## src/rtl/alu_share_arbiter.sv

```systemverilog
// Round-robin arbiter that time-shares one combinational ALU between two
// valid/ready requesters, one operation in flight at a time.
module alu_share_arbiter #(
  parameter int unsigned WIDTH = 32,
  parameter int unsigned CNT_W = 16
) (
  input  logic                 clk,
  input  logic                 reset,
  input  logic [1:0]           req_valid,
  output logic [1:0]           req_ready,
  input  logic [2*WIDTH-1:0]   req_a,
  input  logic [2*WIDTH-1:0]   req_b,
  input  logic [5:0]           req_f,
  output logic [1:0]           rsp_valid,
  input  logic [1:0]           rsp_ready,
  output logic [WIDTH-1:0]     rsp_y,
  output logic                 rsp_zero,
  output logic                 rsp_err,
  output logic [WIDTH-1:0]     alu_a,
  output logic [WIDTH-1:0]     alu_b,
  output logic [2:0]           alu_f,
  input  logic [WIDTH-1:0]     alu_y,
  input  logic                 alu_zero,
  output logic                 busy,
  output logic [CNT_W-1:0]     ops_done
);

  localparam logic [2:0] F_ILLEGAL = 3'b011;

  typedef enum logic [1:0] {
    IDLE = 2'd0,
    EXEC = 2'd1,
    RESP = 2'd2
  } state_t;

  state_t           state;
  logic             last_grant;
  logic             grant;
  logic             sel;
  logic [WIDTH-1:0] op_a;
  logic [WIDTH-1:0] op_b;
  logic [2:0]       op_f;

  // Round-robin pick: on contention, favour the requester not served last.
  always_comb begin
    sel = 1'b0;
    if (&req_valid) begin
      sel = ~last_grant;
    end else if (req_valid[1]) begin
      sel = 1'b1;
    end
  end

  assign req_ready = (state == IDLE && req_valid != 2'b00)
                     ? (sel ? 2'b10 : 2'b01) : 2'b00;
  assign rsp_valid = (state == RESP) ? (grant ? 2'b10 : 2'b01) : 2'b00;
  assign busy      = (state != IDLE);

  // ALU sees only captured operands, never live request inputs.
  assign alu_a = op_a;
  assign alu_b = op_b;
  assign alu_f = op_f;

  always_ff @(posedge clk) begin
    if (reset) begin
      state      <= IDLE;
      last_grant <= 1'b1;
      grant      <= 1'b0;
      op_a       <= '0;
      op_b       <= '0;
      op_f       <= '0;
      rsp_y      <= '0;
      rsp_zero   <= 1'b0;
      rsp_err    <= 1'b0;
      ops_done   <= '0;
    end else begin
      case (state)
        IDLE: begin
          if (req_valid != 2'b00) begin
            op_a  <= sel ? req_a[2*WIDTH-1:WIDTH] : req_a[WIDTH-1:0];
            op_b  <= sel ? req_b[2*WIDTH-1:WIDTH] : req_b[WIDTH-1:0];
            op_f  <= sel ? req_f[5:3] : req_f[2:0];
            grant <= sel;
            state <= EXEC;
          end
        end
        EXEC: begin
          if (op_f == F_ILLEGAL) begin
            rsp_y    <= '0;
            rsp_zero <= 1'b1;
            rsp_err  <= 1'b1;
          end else begin
            rsp_y    <= alu_y;
            rsp_zero <= alu_zero;
            rsp_err  <= 1'b0;
          end
          state <= RESP;
        end
        RESP: begin
          if (rsp_ready[grant]) begin
            ops_done   <= ops_done + CNT_W'(1);
            last_grant <= grant;
            state      <= IDLE;
          end
        end
        default: state <= IDLE;
      endcase
    end
  end

endmodule

```

## config.mk

```make
export PLATFORM = sky130hd
export DESIGN_NAME = alu_share_arbiter
export DESIGN_NICKNAME = d
export VERILOG_FILES = /design/src/rtl/alu_share_arbiter.sv
export SDC_FILE = /design/constraint.sdc
export NUM_CORES = 1
export LEC_CHECK = 0
export BUFFER_PORTS_ARGS = -buffer_cell sky130_fd_sc_hd__buf_2
export CORE_UTILIZATION = 30
export DETAILED_ROUTE_END_ITERATION = 8
export GPL_ROUTABILITY_DRIVEN = 0
export GPL_TIMING_DRIVEN = 0
export SETUP_SLACK_MARGIN = 0.5
export SLEW_MARGIN = 40
export SYNTH_ARGS = -nofsm -noshare
export SYNTH_HDL_FRONTEND = slang
export SYNTH_SLANG_ARGS = --single-unit
```

## constraint.sdc

```tcl
create_clock -name clk -period 1.7 [get_ports clk]
set_input_delay 0.51 -clock clk [delete_from_list [all_inputs] [get_ports clk]]
set_output_delay 0.51 -clock clk [all_outputs]
set_load 0.005 [all_outputs]
```

Yosys cells after proc, flatten, opt, wreduce, memory -nomap -nowiden
Cells that the tools add are included.

word-level totals
  latch bits = 0
  register bits after elaboration = 121
  word-level logic and storage cells = 43
  memories = 0
  memory bits (writable) = 0
  bits in read-only memories = 0
  output and inout port bits = 122

operators by class
  $add $sub $neg = 1
  eq/ne operators = 5
  bitwise logic cells = 1
  multiplexer cells = 17
  divide/modulo/power cells = 0
  shifts and indexed selects = 0
  multiply operators = 0
  magnitude comparators = 1
  reduce and logical (&&, ||, !) cells = 8

operators by type and width
  kind                     number
  $mux W32                 3
  $add A16 B1 Y16 const B  1
  $mux W2                  6
  $reduce_and A2 Y1        4
  $mux W1                  6
  $pmux W2 S3              1
  $ne A2 B1 Y1 const B     2
  $reduce_bool A2 Y1       2
  $eq A3 B2 Y1 const B     1
  $mux W3                  1
  $eq A2 B1 Y1 const B     1
  $eq A2 B2 Y1 const B     1
  $logic_not A2 Y1         1
  $lt A1 B2 Y1 const B     1
  $logic_and A1 B1 Y1      1
  $not A1 Y1               1

Logic depth before layout (Yosys ltp)
  depth in word-level cells = 4
  gate-level depth with buffers = 7
  depth with buffers taken out = 5

Worst setup path after synthesis
OpenSTA, ideal clock, no wires.

  path kind = input port to flip-flop
  from = in req_valid[1]
  to = reg op_a[10] (netlist: alu_a[10])
  arrival = 1.477 ns
  data required time = 1.572 ns
  cell stages on the path = 7
  library setup time = 0.128 ns
  setup slack = 0.095 ns
  buffers on the path = 3
  path through = nand2b_1 and3_1 clkbuf_1 buf_4 buf_6 a222oi_1 nor2_1

on the way
  cells in the longest elaborated chain, start to end = 3
  elaborated cells on any way between the ends = 6

RTL lines
  item                                          RTL line  RTL
  from (decl)                                   9         input logic [1:0] req_valid,
  $mux W1 or $reduce_and A2 Y1 (tied branches)  49, 47
  $mux W1                                       47        if (&req_valid) begin
  $mux W32                                      80        op_a <= sel ? req_a[2*WIDTH-1:WIDTH] : req_a[WIDTH-1:0];
  to (signal assigned)                          80
  to (decl)                                     40        logic [WIDTH-1:0] op_a;

Several ways; a longest one is shown, not always the timed one.
A chain may end at the register's enable or synchronous reset.

Worst setup path after layout
  from = reg state[1]
  to = out req_ready[1]

on the way
  cells in the longest elaborated chain, start to end = 3

RTL lines
  item                    RTL line  RTL
  from (decl)             36        state_t state;
  from (signal assigned)  66        state <= IDLE;
  from (signal assigned)  84        state <= EXEC;
  from (signal assigned)  97        state <= RESP;
  $logic_not A2 Y1        54        assign req_ready = (state == IDLE && req_valid != 2'b00)
  $logic_and A1 B1 Y1     54
  $mux W2                 55        ? (sel ? 2'b10 : 2'b01) : 2'b00;
  to (decl)               10        output logic [1:0] req_ready,

Every way passes these cells.

==> impl_metrics.py <==
metrics = {
    "status": {
        "outcome": "finished, violations left",
        "violations": "DRC, setup timing",
    },
    "timing": {
        "slew_violations": 0,
        "fin_worst_skew_ns": 0.0109,
        "finalCriticalPeriod_ns": 1.90,
        "fmax_mhz": 526,
        "finalSetupViolations": 10,
        "worst_slew_pin_slew_ns": 0.751,
        "slew_headroom_pct": 49.9,
        "rsz0062_at_grt": "yes",
        "holdWs_ns": 0.327,
        "finalSetupTns_ns": -0.696,
        "period_share_pct": 112,
        "finalHoldViolCount": 0,
        "timing.final.ws_setup_ns": -0.202,
    },
    "detailed_routing": {
        "wl_per_cell_microns": 18.4,
        "viasPerCell": 5.37,
        "drtAntennaViolNets": 0,
        "wl_microns": 19800,
        "dr_total_vias": 5780,
        "drt_iter0_markers": 581,
        "drc": 8,
        "firstDrtPassIters": 9,
    },
    "synth": {
        "synth.avg_cell_area_sq_um": 9.84,
        "synth_cell_type_count": 39,
        "synth-main-ff-cell": "dfxtp_1",
        "synth_async_sr_flop_share_pct": 0,
        "ys_seq_area_share_pct": 54.0,
        "netlist_area_sq_um": 4490,
        "synthCells": 456,
        "ys_warn_count": 0,
        "synth_nets": 630,
        "ys_seq_elements": 121,
        "synth_edf_count": 0,
    },
    "die": {
        "core_area_sq_um": 14600,
        "io_pins": 295,
        "initial_utilization_pct": 30.8,
        "die_w_microns": 124,
        "core.rowCount": 44,
        "dieArea_sq_um": 15400,
        "die_y_microns": 124,
    },
    "grt": {
        "top_usage_layer": "met2",
        "met1_usage_pct": 25.6,
        "grtUsageMet3_pct": 6.23,
        "antenna_found_initial": 0,
        "grt_pass1_vias": 5478,
        "grt_overflow": 0,
        "grt_pass1_wl_microns": 27700,
        "grt_max_degree": 17,
        "grt_use_met2_pct": 40.2,
        "track_usage_pct": 22.6,
    },
    "worst_setup_path": {
        "startpoint_type": "flop",
        "slowest_delay_ns": 0.36,
        "endpoint_kind": "output pin",
        "worstPathRequired_ns": 1.19,
        "cp.arrival_ns": 1.39,
        "cp_slowest_cell": "dfxtp_4",
        "worstSetupPathType": "flop to output pin",
        "path_max_fanout": 4,
        "path_cells": "nor2_4 > and3_4 > buf_8 > clkbuf_16 > buf_6",
    },
    "layout": {
        "design_area_sq_um": 9130,
        "n_fill_cell": 1125,
        "diodes": 0,
        "syn_to_final_growth_pct": 104,
        "fin_nets": 1054,
        "final_util_pct": 62.6,
        "fin_cells": 1077,
        "drive_above_1_share_pct": 75.4,
    },
    "clock_tree": {
        "cts_hold_buffers": 0,
        "clk_pin_slew_worst_paths_ns": 0.06,
        "cts_tree": "done",
        "htreeDepth": 4,
        "cts_root_buffer": "clkbuf_16",
        "clk_latency_ns": 0.42,
        "clock-sinks": 121,
        "cts_buffer_depth": 2,
        "cts_buffers": 17,
    },
    "pwr": {
        "power_density_nw_per_um2": 1040,
        "leakage_nw": 4.28,
        "finalPower_mw": 9.51,
        "ir_drop_v": 0.000656,
    },
    "placement": {
        "dp_cells": 933,
        "dpl-instance-area_sq_um": 6330,
        "portBuffers": 293,
        "dp_slack_ns": -0.471,
        "dp_hpwl_microns": 11800,
    },
    "run": {
        "max-cap-violations": 0,
    },
    "worst_hold_path": {
        "hp-class": "input pin to flop",
    },
}
## worst paths after layout
check / startpoint / to / slack [ns] / depth (start not counted)
min reg2reg: alu_b[12] / alu_b[12] / 0.49 / 2
min: alu_y[2] / rsp_y[2] / 0.33 / 3
max: state[1] / req_ready[1] / -0.20 / 5
max reg2reg: state[1] / alu_a[16] / -0.08 / 9
## sequential cells by signal, summed over array words and instances, names as in the netlist
name / cells
alu_a: 32
alu_b: 32
alu_f: 3
grant: 1
last_grant: 1
ops_done: 16
rsp_err: 1
rsp_y: 32
rsp_zero: 1
state: 2
## synthesized netlist by cell type, types with 2 or more instances
cell	instances	area [sq um]
o31ai_1	5	37.5
a222oi_1	67	671
dfxtp_1	121	2420
buf_6	3	33.8
nand2_4	2	22.5
buf_2	9	45.0
or3_2	2	15.0
nor2_1	114	428
nand3_1	6	30.0
xor2_1	6	52.6
a22oi_1	32	240
clkbuf_1	30	113
or4_1	5	37.5
and3_1	4	25.0
nand4_1	3	18.8
nand2_1	6	22.5
a21oi_1	11	55.1
nor2b_1	2	12.5
o21ai_0	3	15.0
nand2b_1	3	18.8
inv_1	4	15.0
## layout make-up
class | instances | area (sq um) | area share (%)
timing repair buffer | 404 | 2860 | 31.3
sequential | 121 | 2600 | 28.5
multi-input combinational | 288 | 2260 | 24.7
clock buffer | 21 | 470 | 5.15
buffer | 44 | 457 | 5.00
clock inverter | 11 | 239 | 2.62
tap | 184 | 230 | 2.52
inverter | 4 | 15.0 | 0.164
## cells by family after synthesis
family / count (synthesis) / synth area share (%)
fa+ha+maj: 1 / 0.279
compound gates: 122 / 23.5
xor+xnor: 7 / 1.37
flops: 121 / 54.0
mux: 2 / 0.558
buf+inv: 48 / 4.85
simple gates: 155 / 15.5
## metal layers
layer / vias to the layer above / wire [microns]
met4: 0 / 424
met2: 320 / 10700
met5: - / 0
met1: 2814 / 7430
li1: 2603 / -
met3: 43 / 1270
## power by group
| group | internal [mW] | switching [mW] | total (mW) |
|---|---|---|---|
| Combinational | 1.11 | 0.826 | 1.93 |
| Clock | 3.02 | 1.34 | 4.36 |
| Sequential | 3.08 | 0.147 | 3.23 |
| Total | 7.20 | 2.31 | 9.51 |
## repair_timing
action                                  CTS  global route
endpoints found under the hold margin     0             0
pin swaps                                19            46
cloned                                    5             5
endpoints found under the setup margin  242           242
setup buffers                            53            49
gates resized for setup                 243           100
## worst max-delay path, delay by kind of cell (launching register included)
family / cells / cell delay [ns]
DFF: 1 / 0.36
and+or+nand+nor: 2 / 0.31
buffers and inverters: 3 / 0.32
## cells in the final DEF, fill, tap and decap left out, types with 12 or more instances in the layout
| cell type | instances |
|---|---|
| buf_6 | 72 |
| nor2_1 | 111 |
| clkbuf_1 | 13 |
| dfxtp_2 | 109 |
| dfxtp_4 | 12 |
| buf_8 | 20 |
| buf_4 | 76 |
| a22oi_2 | 32 |
| a222oi_1 | 67 |
| clkbuf_16 | 24 |
| buf_2 | 249 |
(Power assumes the default switching activity.)
